[src/rtl/wall_column_gen_if.sv]
// Handshake and column bus between the map generator and the game datapath.
// The master side is the consumer (control/datapath); the slave side is the generator.
interface wall_column_gen_if #(
    parameter int COL_H = 100
);
    logic             start;
    logic             req;
    logic             col_valid;
    logic [COL_H-1:0] col_data;
    logic             col_has_wall;
    logic [2:0]       level;
    logic [15:0]      col_count;
    logic             req_miss;

    modport master (
        output start, req,
        input  col_valid, col_data, col_has_wall, level, col_count, req_miss
    );

    modport slave (
        input  start, req,
        output col_valid, col_data, col_has_wall, level, col_count, req_miss
    );
endinterface

[src/rtl/wall_column_gen.sv]
// Level-scaled wall column source: alternating empty runs and LFSR-chosen wall
// segments, one column per request, served through a IDLE/FILL/READY handshake.
module wall_column_gen #(
    parameter int          COL_H      = 100,
    parameter logic [15:0] SEED       = 16'hACE1,
    parameter int          WALL_RUN   = 4,
    parameter int          EMPTY_BASE = 24,
    parameter int          LEVEL_COLS = 64
) (
    input logic              clk,
    input logic              resetn,
    wall_column_gen_if.slave bus
);
    localparam int          BAND         = 20;
    localparam int          MID_LO       = 30;
    localparam int          MID_HI       = 69;
    localparam logic [15:0] TAPS         = 16'hB400;
    localparam logic [15:0] LEVEL_COLS_W = 16'(LEVEL_COLS);

    typedef enum logic [1:0] {IDLE, FILL, READY} state_t;

    state_t           state;
    state_t           state_next;
    logic [15:0]      lfsr;
    logic [15:0]      lfsr_next;
    logic [7:0]       run;
    logic [7:0]       empty_len;
    logic             wall_phase;
    logic [1:0]       pattern;
    logic [COL_H-1:0] fill_col;
    logic [15:0]      cnt_next;
    logic             level_up;
    logic             valid;

    function automatic logic [COL_H-1:0] pattern_col(input logic [1:0] code);
        logic [COL_H-1:0] c;
        c = '0;
        for (int r = 0; r < COL_H; r++) begin
            case (code)
                2'd0:    c[r] = (r < BAND);
                2'd1:    c[r] = (r >= COL_H - BAND);
                2'd2:    c[r] = (r >= MID_LO) && (r <= MID_HI);
                default: c[r] = (r < BAND) || (r >= COL_H - BAND);
            endcase
        end
        return c;
    endfunction

    always_ff @(posedge clk or negedge resetn) begin
        if (!resetn) state <= IDLE;
        else         state <= state_next;
    end

    // start overrides every state, including a req arriving on the same edge
    always_comb begin
        state_next = state;
        valid      = 1'b0;
        case (state)
            IDLE:    state_next = IDLE;
            FILL:    state_next = READY;
            READY: begin
                valid = 1'b1;
                if (bus.req) state_next = FILL;
            end
            default: state_next = IDLE;
        endcase
        if (bus.start) state_next = FILL;
    end

    assign bus.col_valid = valid;

    always_comb begin
        lfsr_next = (lfsr >> 1) ^ (lfsr[0] ? TAPS : 16'h0000);
        fill_col  = wall_phase ? pattern_col(pattern) : '0;
        empty_len = 8'(EMPTY_BASE) - {4'd0, bus.level, 1'b0};
        cnt_next  = bus.col_count + 16'd1;
        level_up  = (cnt_next % LEVEL_COLS_W == 16'd0) && (cnt_next != 16'd0)
                    && (bus.level != 3'd7);
    end

    always_ff @(posedge clk or negedge resetn) begin
        if (!resetn) begin
            lfsr             <= SEED;
            run              <= '0;
            wall_phase       <= 1'b0;
            pattern          <= 2'd0;
            bus.col_data     <= '0;
            bus.col_has_wall <= 1'b0;
            bus.level        <= '0;
            bus.col_count    <= '0;
            bus.req_miss     <= 1'b0;
        end else if (bus.start) begin
            lfsr          <= SEED;
            run           <= 8'(EMPTY_BASE);
            wall_phase    <= 1'b0;
            bus.level     <= '0;
            bus.col_count <= '0;
            bus.req_miss  <= 1'b0;
        end else if (state == FILL) begin
            if (bus.req) bus.req_miss <= 1'b1;
            bus.col_data     <= fill_col;
            bus.col_has_wall <= |fill_col;
            if (run <= 8'd1) begin
                if (wall_phase) begin
                    wall_phase <= 1'b0;
                    run        <= empty_len;
                end else begin
                    wall_phase <= 1'b1;
                    run        <= 8'(WALL_RUN);
                    lfsr       <= lfsr_next;
                    pattern    <= lfsr_next[1:0];
                end
            end else begin
                run <= run - 8'd1;
            end
        end else if (state == READY && bus.req) begin
            bus.col_count <= cnt_next;
            if (level_up) bus.level <= bus.level + 3'd1;
        end
    end
endmodule

[src/flat_wrapper.sv]
// flat-port wrapper written by rule: the top's interface ports become plain ports
module wall_column_gen_flat 
#(
    parameter int          COL_H      = 100,
    parameter logic [15:0] SEED       = 16'hACE1,
    parameter int          WALL_RUN   = 4,
    parameter int          EMPTY_BASE = 24,
    parameter int          LEVEL_COLS = 64
)
  (clk, resetn, bus_start, bus_req, bus_col_valid, bus_col_data, bus_col_has_wall, bus_level, bus_col_count, bus_req_miss);
  wall_column_gen_if #(.COL_H(COL_H)) bus_i ();
  input logic clk;
  input logic resetn;
  input wire logic [$bits(bus_i.start)-1:0] bus_start;
  input wire logic [$bits(bus_i.req)-1:0] bus_req;
  output wire logic [$bits(bus_i.col_valid)-1:0] bus_col_valid;
  output wire logic [$bits(bus_i.col_data)-1:0] bus_col_data;
  output wire logic [$bits(bus_i.col_has_wall)-1:0] bus_col_has_wall;
  output wire logic [$bits(bus_i.level)-1:0] bus_level;
  output wire logic [$bits(bus_i.col_count)-1:0] bus_col_count;
  output wire logic [$bits(bus_i.req_miss)-1:0] bus_req_miss;
  assign bus_i.start = bus_start;
  assign bus_i.req = bus_req;
  assign bus_col_valid = bus_i.col_valid;
  assign bus_col_data = bus_i.col_data;
  assign bus_col_has_wall = bus_i.col_has_wall;
  assign bus_level = bus_i.level;
  assign bus_col_count = bus_i.col_count;
  assign bus_req_miss = bus_i.req_miss;
  wall_column_gen #(.COL_H(COL_H), .SEED(SEED), .WALL_RUN(WALL_RUN), .EMPTY_BASE(EMPTY_BASE), .LEVEL_COLS(LEVEL_COLS)) u_core (.clk(clk), .resetn(resetn), .bus(bus_i));
endmodule
[config.mk]
export PLATFORM = sky130hd
export DESIGN_NAME = wall_column_gen_flat
export DESIGN_NICKNAME = d
export VERILOG_FILES = /design/src/rtl/wall_column_gen_if.sv /design/src/rtl/wall_column_gen.sv /design/src/flat_wrapper.sv
export SDC_FILE = /design/constraint.sdc
export NUM_CORES = 1
export LEC_CHECK = 0
export BUFFER_PORTS_ARGS = -buffer_cell sky130_fd_sc_hd__buf_2
export CAP_MARGIN = 20
export CORE_AREA = 2 2 92 94
export CTS_CLUSTER_SIZE = 40
export DETAILED_ROUTE_END_ITERATION = 7
export DIE_AREA = 0 0 94 96
export GPL_TIMING_DRIVEN = 0
export PLACE_DENSITY = 0.76
export SLEW_MARGIN = 10
export SYNTH_ARGS = -nofsm -noshare
export SYNTH_HDL_FRONTEND = slang
export SYNTH_SLANG_ARGS = --single-unit
[constraint.sdc]
create_clock -name clk -period 2 [get_ports clk]
set_clock_uncertainty 0.1 [all_clocks]
set_input_delay 0.4 -clock clk [delete_from_list [all_inputs] [get_ports clk]]
set_output_delay 0.4 -clock clk [all_outputs]
set_load 0.1 [all_outputs]
======== Word level (Yosys, flattened, before mapping) ========
Cells that the tools add are included.
word-level totals
  register bits after elaboration ......... 150
  bits of input ports ..................... 4
  output and inout bits ................... 122
  word-level logic and storage cells ...... 78
operators by class
  $add $sub $neg .......................... 4
  magnitude comparators ................... 1
  equal/unequal tests ..................... 8
  muxes and demuxes ....................... 31
  bitwise gates (word level) .............. 3
  reduce and logical (&&, ||, !) cells .... 21
operator list
  cell                                                             number
  2-to-1 mux 16 bit                                                8
  2-to-1 mux 100 bit                                               1
  OR reduction 100 bit                                             1
  2-to-1 mux 8 bit                                                 4
  adder 16 x 1 -> 16 bit (second input constant)                   1
  zero test 16 bit                                                 1
  nonzero test 16 bit                                              1
  bitwise XOR 15 x 16 -> 16 bit                                    1
  2-to-1 mux 3 bit                                                 4
  2-to-1 mux 1 bit                                                 11
  nonzero test 2 bit                                               5
  less-or-equal comparator 8 x 1 -> 1 bit (second input constant)  1
  AND reduction 2 bit                                              4
  subtractor 8 x 1 -> 8 bit (second input constant)                1
  inequality test 3 bit (second input constant)                    2
  AND reduction 3 bit                                              2
  subtractor 5 x 4 -> 6 bit (first input constant)                 1
  equality test 2 x 1 -> 1 bit (second input constant)             2
  equality test 2 bit (second input constant)                      2
  2-to-1 mux 2 bit                                                 2
  inequality test 2 bit (second input constant)                    2
  case mux 2 bit (2 select lines)                                  1
  AND reduction 4 bit                                              1
  OR reduction 2 bit                                               2
  4 further kinds                                                  7

======== Logic depth before layout (Yosys ltp) ========
Gate-level depths: netlist of the first run.
  depth in word-level cells ............... 8
  depth in mapped cells ................... 9
  mapped depth without buffers ............ 8

======== Least setup slack after synthesis of the first run ========
No wires, ideal clock.
  kind .................................... register to register
  start point ............................. register u_core.state[0]
  end point ............................... register u_core.bus.level[0]
  setup time .............................. 0.125 ns
  arrival time ............................ 3.179 ns
  data required time ...................... 1.775 ns
  slack ................................... -1.404 ns
  cell stages (with the launch flop) ...... 7
  buffers on the path ..................... 0
  clock period less this slack ............ 3.404 ns
  path through ............................ dfrtp_1 nor2b_1 nand2_1 nor4b_1 o21ai_0 a31oi_2 mux2_4
on the way
  longest elaborated chain between the ends .. 4
  elaborated cells between the ends (all ways) .. 6
  classes of those cells .................. eq/ne: 3; reduce/logical: 3
ends and longest elaborated chain
  element                          line                      text
  start: declaration               wall_column_gen.sv:22     state_t state;
  start signal: assignment         wall_column_gen.sv:51     else state <= state_next;
  equality test 2 bit              wall_column_gen.sv:116    end else if (state == READY && bus.req) begin
  logical AND 1 bit                wall_column_gen.sv:116
  nonzero test 2 bit (no line)     --
  AND reduction 3 bit (no line) *  --
  end signal: assignment           wall_column_gen.sv:118    if (level_up) bus.level <= bus.level + 3'd1;
  end: declaration                 wall_column_gen_if.sv:22  output col_valid, col_data, col_has_wall, level, col_count, req_miss
Mark *: on every way between the ends. The rest lies on a longest branch, timed or not.
A chain may end at the register's enable or synchronous reset.

======== Final worst setup path of the first run ========
  start point ............................. register u_core.bus.col_count[0]
  end point ............................... register u_core.bus.level[0]
on the way
  longest elaborated chain between the ends .. 6
  elaborated cells between the ends (all ways) .. 7
  classes of those cells .................. add/sub: 1; reduce/logical: 6
ends and longest elaborated chain
  element                                                  line                      text
  start: declaration                                       wall_column_gen_if.sv:22
  start signal: assignment                                 wall_column_gen.sv:117    bus.col_count <= cnt_next;
  adder 16 x 1 -> 16 bit *                                 wall_column_gen.sv:76     cnt_next = bus.col_count + 16'd1;
  zero test 16 bit or nonzero test 16 bit (tied branches)  wall_column_gen.sv:77     level_up = (cnt_next % LEVEL_COLS_W == 16'd0) && (cnt_next != 16'd0)
  logical AND 1 bit *                                      wall_column_gen.sv:77
  logical AND 1 bit *                                      wall_column_gen.sv:78     && (bus.level != 3'd7);
  nonzero test 2 bit (no line) *                           --
  AND reduction 3 bit (no line) *                          --
Marked as above.

==> impl_results.md, run 1 <==
* Status: finished with violations
* Failing checks: negative setup slack
* Die ar. at around 9000 µm²
* Yosys cell types at between 50 and 60
* Asr flop ratio synth at 1.00
* CP Class: flip-flop to flip-flop
* Mapped Area at roughly 3600 µm²
* Ys flop type: dfrtp_1
* Max Slew Vio Count at 0
* Most common cell after layout, fill and taps aside: buf_4
* Wire length per cell at around 12 µm
* Util after Layout at 0.608
* Port Buffers at 105
* Fin cells at 642
* Largest net degree at the start of global routing at between 40 and 50
* CTS Buffer Depth at 2
* Final hold slack at roughly 0.33 ns
* Die width at around 94 µm
* Critical Path RT at about 2.1 ns
* F_max at between 400 and 500 MHz
* Synth warn at 0
* Compound-Gate Fraction of Synth Area at 0.102
* Register share of total power at 0.507
* Post-DRT Antenna Nets at 0
* DP Cell Count at 620
* DR iter-0 viols at 78
* Post-synthesis xor/xnor area fraction at 0.0563
* Root buf cell: clkbuf_8
* Net Sw Power at 0.000693 W
* Filler cells at ~670
* Worst slew pin tran at approximately 0.55 ns
* Combinational power share at 0.190
* Gr ovfl total at 0
* Top-area cell type share of the netlist area at 0.315
* Ant. Diodes at 0
* Leakage at 2.48 nW
* Simple-gate share of the synthesized area at 0.191
* Power share of the clock group at 0.303
* CTS clock-pin slew for the worst setup and hold paths at ~0.10 ns
* CTS Sinks at between 50 and 60
* Routed wire length at between 7 and 8 mm
* Vias in the first global route at between 2k and 3k
* Period utilization at 1.09
* Final WS setup at -0.184 ns
* Total DRC errors in the routed layout at 0
* Synth area leader: dfrtp_1
* CTS tree: yes
* CTS buffer count at 5
* Worst Path Max Fanout at 4
* RSZ-0062 raised after global routing: true
* First-pass GRT wire length at ~12 mm
* Initial antenna violation count at 0
* All-layer global routing usage at 0.167
* Fin nets at around 550
* Synthesis-to-finish area growth at 37.0%
* Post-synth EDFFs at 0
* Post-synthesis mux area share at 0.0126
* Max-cap check violation count at 0
* Post-detail-place hpwl at around 5.3 mm
* Tot Pwr at between 0.002 and 0.0025 W
* Final setup violation count at 14
* Peak supply drop at 0.317 mV
* Crit path arrival time at around 2.3 ns
* Clock H-tree levels at 2
* Syn Inst Count at 390
* Die Ht at ~96 µm
* Combinational family with the most area after synthesis: buffers and inverters
* Post-synthesis sequential area ratio at 0.374
* Seq cells post-synth at 53
* Final min period at between 2 and 2.5 ns
* Pre-CTS setup slack at -0.404 ns
* RD Place Congestion at ~0.86
* Cell Int Power at approximately 0.0015 W
* Post-synthesis adder-cell area fraction at 0.0280
* Layout cells sized above 1 at 0.533
* Final Hold Viols at 0
* Synth area leaders: dfrtp_1, buf_4, dfstp_2
* Worst-Skew Late Latency at between 0.3 and 0.4 ns
* Sw frac at 0.315
* Most frequent cells in the layout: buf_4, nor2_1, nand2_1
* Std-Cell Rows at 33
* IO Count at 126
* Syn Area/Cell at 9.17 µm²
* Worst min path class: primary input to flip-flop
* Pre-antenna DRT Iters at 4
* PwrDens at around 450 nW/µm²
* Vias post-DR at roughly 3.0k
* Avg Vias per Cell at roughly 4.6
* Slew Limit Headroom at 0.631
* Crit path launch type: flip-flop
* Core area at 8050 µm²
* CP endpoint kind: flip-flop
* Initial Utilization at 0.444
registers in the layout (all words and copies together) (netlist names):
name,count
u_core.bus.col_count,16
u_core.bus.col_data,3
u_core.bus.col_has_wall,1
u_core.bus.level,3
u_core.bus.req_miss,1
u_core.lfsr,16
u_core.pattern,2
u_core.run,8
u_core.state,2
u_core.wall_phase,1
repair_timing:
action                                  in CTS  in global routing
endpoints found under the setup margin      89                 76
hold endpoints to repair                    16                  0
pin swaps                                    8                  3
gates cloned                                 1                  0
setup buffers                               10                  5
resized for setup                           78                 27
hold buffers                                 1                  0
synth_stat cells, types with 7 or more instances:
cell / n
nor3_1: 7
nand2b_1: 9
xnor2_1: 13
inv_1: 7
o21ai_0: 19
xor2_1: 10
dfstp_2: 8
a21oi_1: 10
ha_1: 8
nand2_1: 29
nor2_1: 43
dfrtp_1: 45
clkbuf_1: 8
buf_4: 100
final timing paths:
check / start / to / slack [ns] / cells after the start
max: u_core.bus.col_count[0]$_DFFE_PN0P_ / u_core.bus.level[0]$_DFFE_PN0P_ / -0.18 / 7
min: bus_req / u_core.bus.req_miss$_DFFE_PN0P_ / 0.33 / 3
max reg2reg: u_core.bus.col_count[0]$_DFFE_PN0P_ / u_core.bus.level[0]$_DFFE_PN0P_ / -0.18 / 7
min reg2reg: u_core.lfsr[12]$_DFFE_PN0P_ / u_core.lfsr[12]$_DFFE_PN0P_ / 0.41 / 2
max in group asynchronous: resetn / u_core.lfsr[6]$_DFFE_PN1P_ / 0.75 / 3
min in group asynchronous: resetn / u_core.bus.col_count[15]$_DFFE_PN0P_ / 0.46 / 2
power groups by stage:
stage | Clock (W) | Combinational (W) | Sequential [W]
floorplan | 0 | 0.000318 | 0.00115
CTS | 0.000679 | 0.000411 | 0.00112
finish | 0.000666 | 0.000417 | 0.00112
detailed placement | 0 | 0.000396 | 0.00114
global route | 0.000735 | 0.000449 | 0.00112
global placement | 0 | 0.000388 | 0.00113
per-layer routing:
layer / wire (µm) / track usage / vias up
met5: 0 / 0 / -
met4: 67 / 0.0435 / 0
met3: 512 / 0.0266 / 7
met2: 4120 / 0.300 / 120
met1: 3290 / 0.210 / 1373
li1: - / - / 1472
kinds of logic (layout without fill, tap and decap cells):
family,count (synthesis),count (layout)
muxes,4,4
xor gates and xnor gates,23,23
AOI/OAI and AO/OA,54,54
DFF,53,53
buffers and inverters,119,247
other,1,20
and+or+nand+nor,128,128
adders and majority gates,8,8
area by class of cell:
type,count,area (µm²),share of cell area
plain buffers,109,815,0.166
clock buffers,7,96.3,0.0197
clock inverters,1,5.00,0.00102
inverters,7,26.3,0.00536
multi-input cells,237,1580,0.322
flip-flops and latches,53,1370,0.280
well taps,105,131,0.0268
repair buffers,123,878,0.179
critical path: stages, from the launching register on:
cell and delay (ns):
dfrtp_4 0.51, ha_4 0.19, nand3_4 0.09, nor3_4 0.06
or3_4 0.34, a311oi_4 0.34, a31oi_4 0.14, mux2_4 0.31
through the flow:
| stage | TNS, ns | area (µm²) |
|---|---|---|
| 4_1_cts | -0.399 | 4790 |
| 5_1_grt | -2.61 | 4900 |
| 3_5_place_dp | -4.57 | 4370 |
| 3_3_place_gp | -4.21 | 4350 |
| 2_1_floorplan | -1.28 | 3700 |
| 6_report | -1.15 | 4900 |
Note: power is estimated with default switching activity, not from simulation.
==> run 2: changes to the inputs <==
--- a/config.mk
+++ b/config.mk
@@ -7,12 +7,12 @@
 export LEC_CHECK = 0
 export BUFFER_PORTS_ARGS = -buffer_cell sky130_fd_sc_hd__buf_2
 export CAP_MARGIN = 20
-export CORE_AREA = 2 2 92 94
+export CORE_AREA = 2 2 113 115
 export CTS_CLUSTER_SIZE = 40
 export DETAILED_ROUTE_END_ITERATION = 7
-export DIE_AREA = 0 0 94 96
+export DIE_AREA = 0 0 115 117
 export GPL_TIMING_DRIVEN = 0
-export PLACE_DENSITY = 0.76
+export RECOVER_POWER = 50
 export SLEW_MARGIN = 10
 export SYNTH_ARGS = -nofsm -noshare
 export SYNTH_HDL_FRONTEND = slang
==> impl_results.md, run 2 (synthesized netlist as in run 1, its figures left out) <==
* Max Slew Vio Count at 0
* Synthesis-to-finish area growth at 43.5%
* CTS clock-pin slew for the worst setup and hold paths at roughly 0.07 ns
* Biggest regs: u_core.bus.col_count (16), u_core.lfsr (16), u_core.run (8)
* Final setup violation count at 11
* Setup TNS Final at -0.696 ns
* Delay of the slowest critical-path stage at 0.51 ns
* Peak supply drop at 0.348 mV
* Worst-Skew Late Latency at about 0.29 ns
* Leakage at about 2.6 nW
* First-pass GRT wire length at around 12 mm
* PwrDens at approximately 520 nW/µm²
* Final Hold Viols at 0
* Combinational power share at 0.162
* Fin cells at approximately 690
* Port Buffers at ~110
* Initial antenna violation count at 0
* F_max at between 400 and 500 MHz
* Worst path slowest cell: dfrtp_4
* CTS Buffer Depth at 2
* Failing checks: negative setup slack
* Post-DRT Antenna Nets at 0
* CP endpoint kind: flip-flop
* Most common cell after layout, fill and taps aside: buf_4
* Worst Path Max Fanout at 5
* CP Class: flip-flop to flip-flop
* Final WS setup at -0.241 ns
* IO Count at ~130
* Die ar. at ~13000 µm²
* DR iter-0 viols at 72
* Vias post-DR at 2951
* RD Place Congestion at between 0.8 and 0.9
* CTS tree: yes
* Clock H-tree levels at 2
* Critical Path RT at around 2.1 ns
* Wire length per cell at 11.6 µm
* Cell Int Power at 0.00191 W
* Avg Vias per Cell at 4.26
* Post-detail-place hpwl at around 5.5 mm
* CTS Sinks at 53
* Slew Limit Headroom at 0.321
* Std-Cell Rows at just over 40
* Sw frac at 0.279
* Tot Pwr at around 0.0027 W
* Worst min path class: primary input to flip-flop
* Period utilization at 1.12
* Gr ovfl total at 0
* Routed wire length at 8.04 mm
* Crit path launch type: flip-flop
* Top delay family on crit path: flip-flops
* Max-cap check violation count at 0
* Die width at 115 µm
* Root buf cell: clkbuf_16
* Most frequent cells in the layout: buf_4, nor2_1, dfrtp_1
* Net Sw Power at around 0.00074 W
* Cell Chain, Critical Path: ha_4 > nand3_4 > nor3_4 > or3_4 > a311oi_4 > a31oi_4 > mux2_4
* Layout cells sized above 1 at 0.548
* Ant. Diodes at 0
* Filler cells at ~1.2k
* Final hold slack at between 0.3 and 0.4 ns
* Power share of the clock group at 0.418
* All-layer global routing usage at 0.113
* Die Ht at 117 µm
* Final min period at around 2.2 ns
* Fin nets at 553
* DP Cell Count at 665
* Largest net degree at the start of global routing at 42
* Total DRC errors in the routed layout at 0
* RSZ-0062 raised after global routing: true
* Status: finished with violations
* Initial Utilization at 0.290
* CTS buffer count at 5
* Core area at about 12000 µm²
* Register share of total power at 0.420
* Pre-antenna DRT Iters at 4
* Crit path arrival time at between 2 and 2.5 ns
* CP bufs+invs at 0
* Vias in the first global route at 2670
* Worst slew pin tran at slightly above 1 ns
[run 2: cell type report]
class                      instances  area [µm²]  area share
multi-input combinational        237        1600       0.313
sequential                        53        1370       0.267
timing repair buffer             127         941       0.183
buffer                           110         811       0.158
tap                              150         188      0.0366
clock buffer                       5         125      0.0244
clock inverter                     3        65.1      0.0127
inverter                           7        26.3     0.00512
[run 2: stage by stage]
step | instance area (µm²) | setup WS [ns] | util
floorplan | 3700 | -0.502 | -
global placement | 4410 | -0.407 | 0.358
detailed placement | 4430 | -0.448 | 0.360
CTS | 4960 | -0.213 | 0.403
global route | 5130 | -0.306 | 0.417
finish | 5130 | -0.241 | 0.417
[run 2: routing by layer]
metal	vias up	part of all wire	wire length, µm	GRT usage
met5	-	0	0	0
met4	0	0.0062	50	0.0273
met3	4	0.076	614	0.0237
met2	124	0.46	3720	0.198
met1	1335	0.45	3650	0.142
li1	1488	-	-	-
[run 2: path summary, 6_finish.rpt]
kind	slack [ns]	cells after the start	end	startpoint
max	-0.24	7	u_core.bus.level[0]$_DFFE_PN0P_	u_core.bus.col_count[1]$_DFFE_PN0P_
min	0.33	3	u_core.bus.req_miss$_DFFE_PN0P_	bus_req
max reg2reg	-0.24	7	u_core.bus.level[0]$_DFFE_PN0P_	u_core.bus.col_count[1]$_DFFE_PN0P_
min reg2reg	0.39	2	u_core.bus.col_has_wall$_DFFE_PN0P_	u_core.bus.col_has_wall$_DFFE_PN0P_
max in group asynchronous	0.12	3	u_core.lfsr[0]$_DFFE_PN1P_	resetn
min in group asynchronous	0.70	2	u_core.run[3]$_DFFE_PN0N_	resetn
[run 2: what timing repair did]
item	CTS	global route
pin swaps	8	16
endpoints found under the setup margin	89	37
buffers inserted	12	7
hold buffers	1	0
endpoints found under the hold margin	17	0
gates cloned	0	1
resized for setup	79	51
[run 2: power by group through the flow]
| stage | Clock (W) | Combinational [W] | Sequential (W) |
|---|---|---|---|
| 3_3_place_gp | 0 | 0.000392 | 0.00113 |
| 2_1_floorplan | 0 | 0.000318 | 0.00115 |
| 4_1_cts | 0.00113 | 0.000412 | 0.00111 |
| 6_report | 0.00111 | 0.000429 | 0.00111 |
| 3_5_place_dp | 0 | 0.000400 | 0.00113 |
| 5_1_grt | 0.00117 | 0.000461 | 0.00112 |
[run 2: tightest hold or removal path, cell delays in order]
cell and delay, ns:
buf_2 0.12, a21oi_1 0.07, nor2_1 0.09
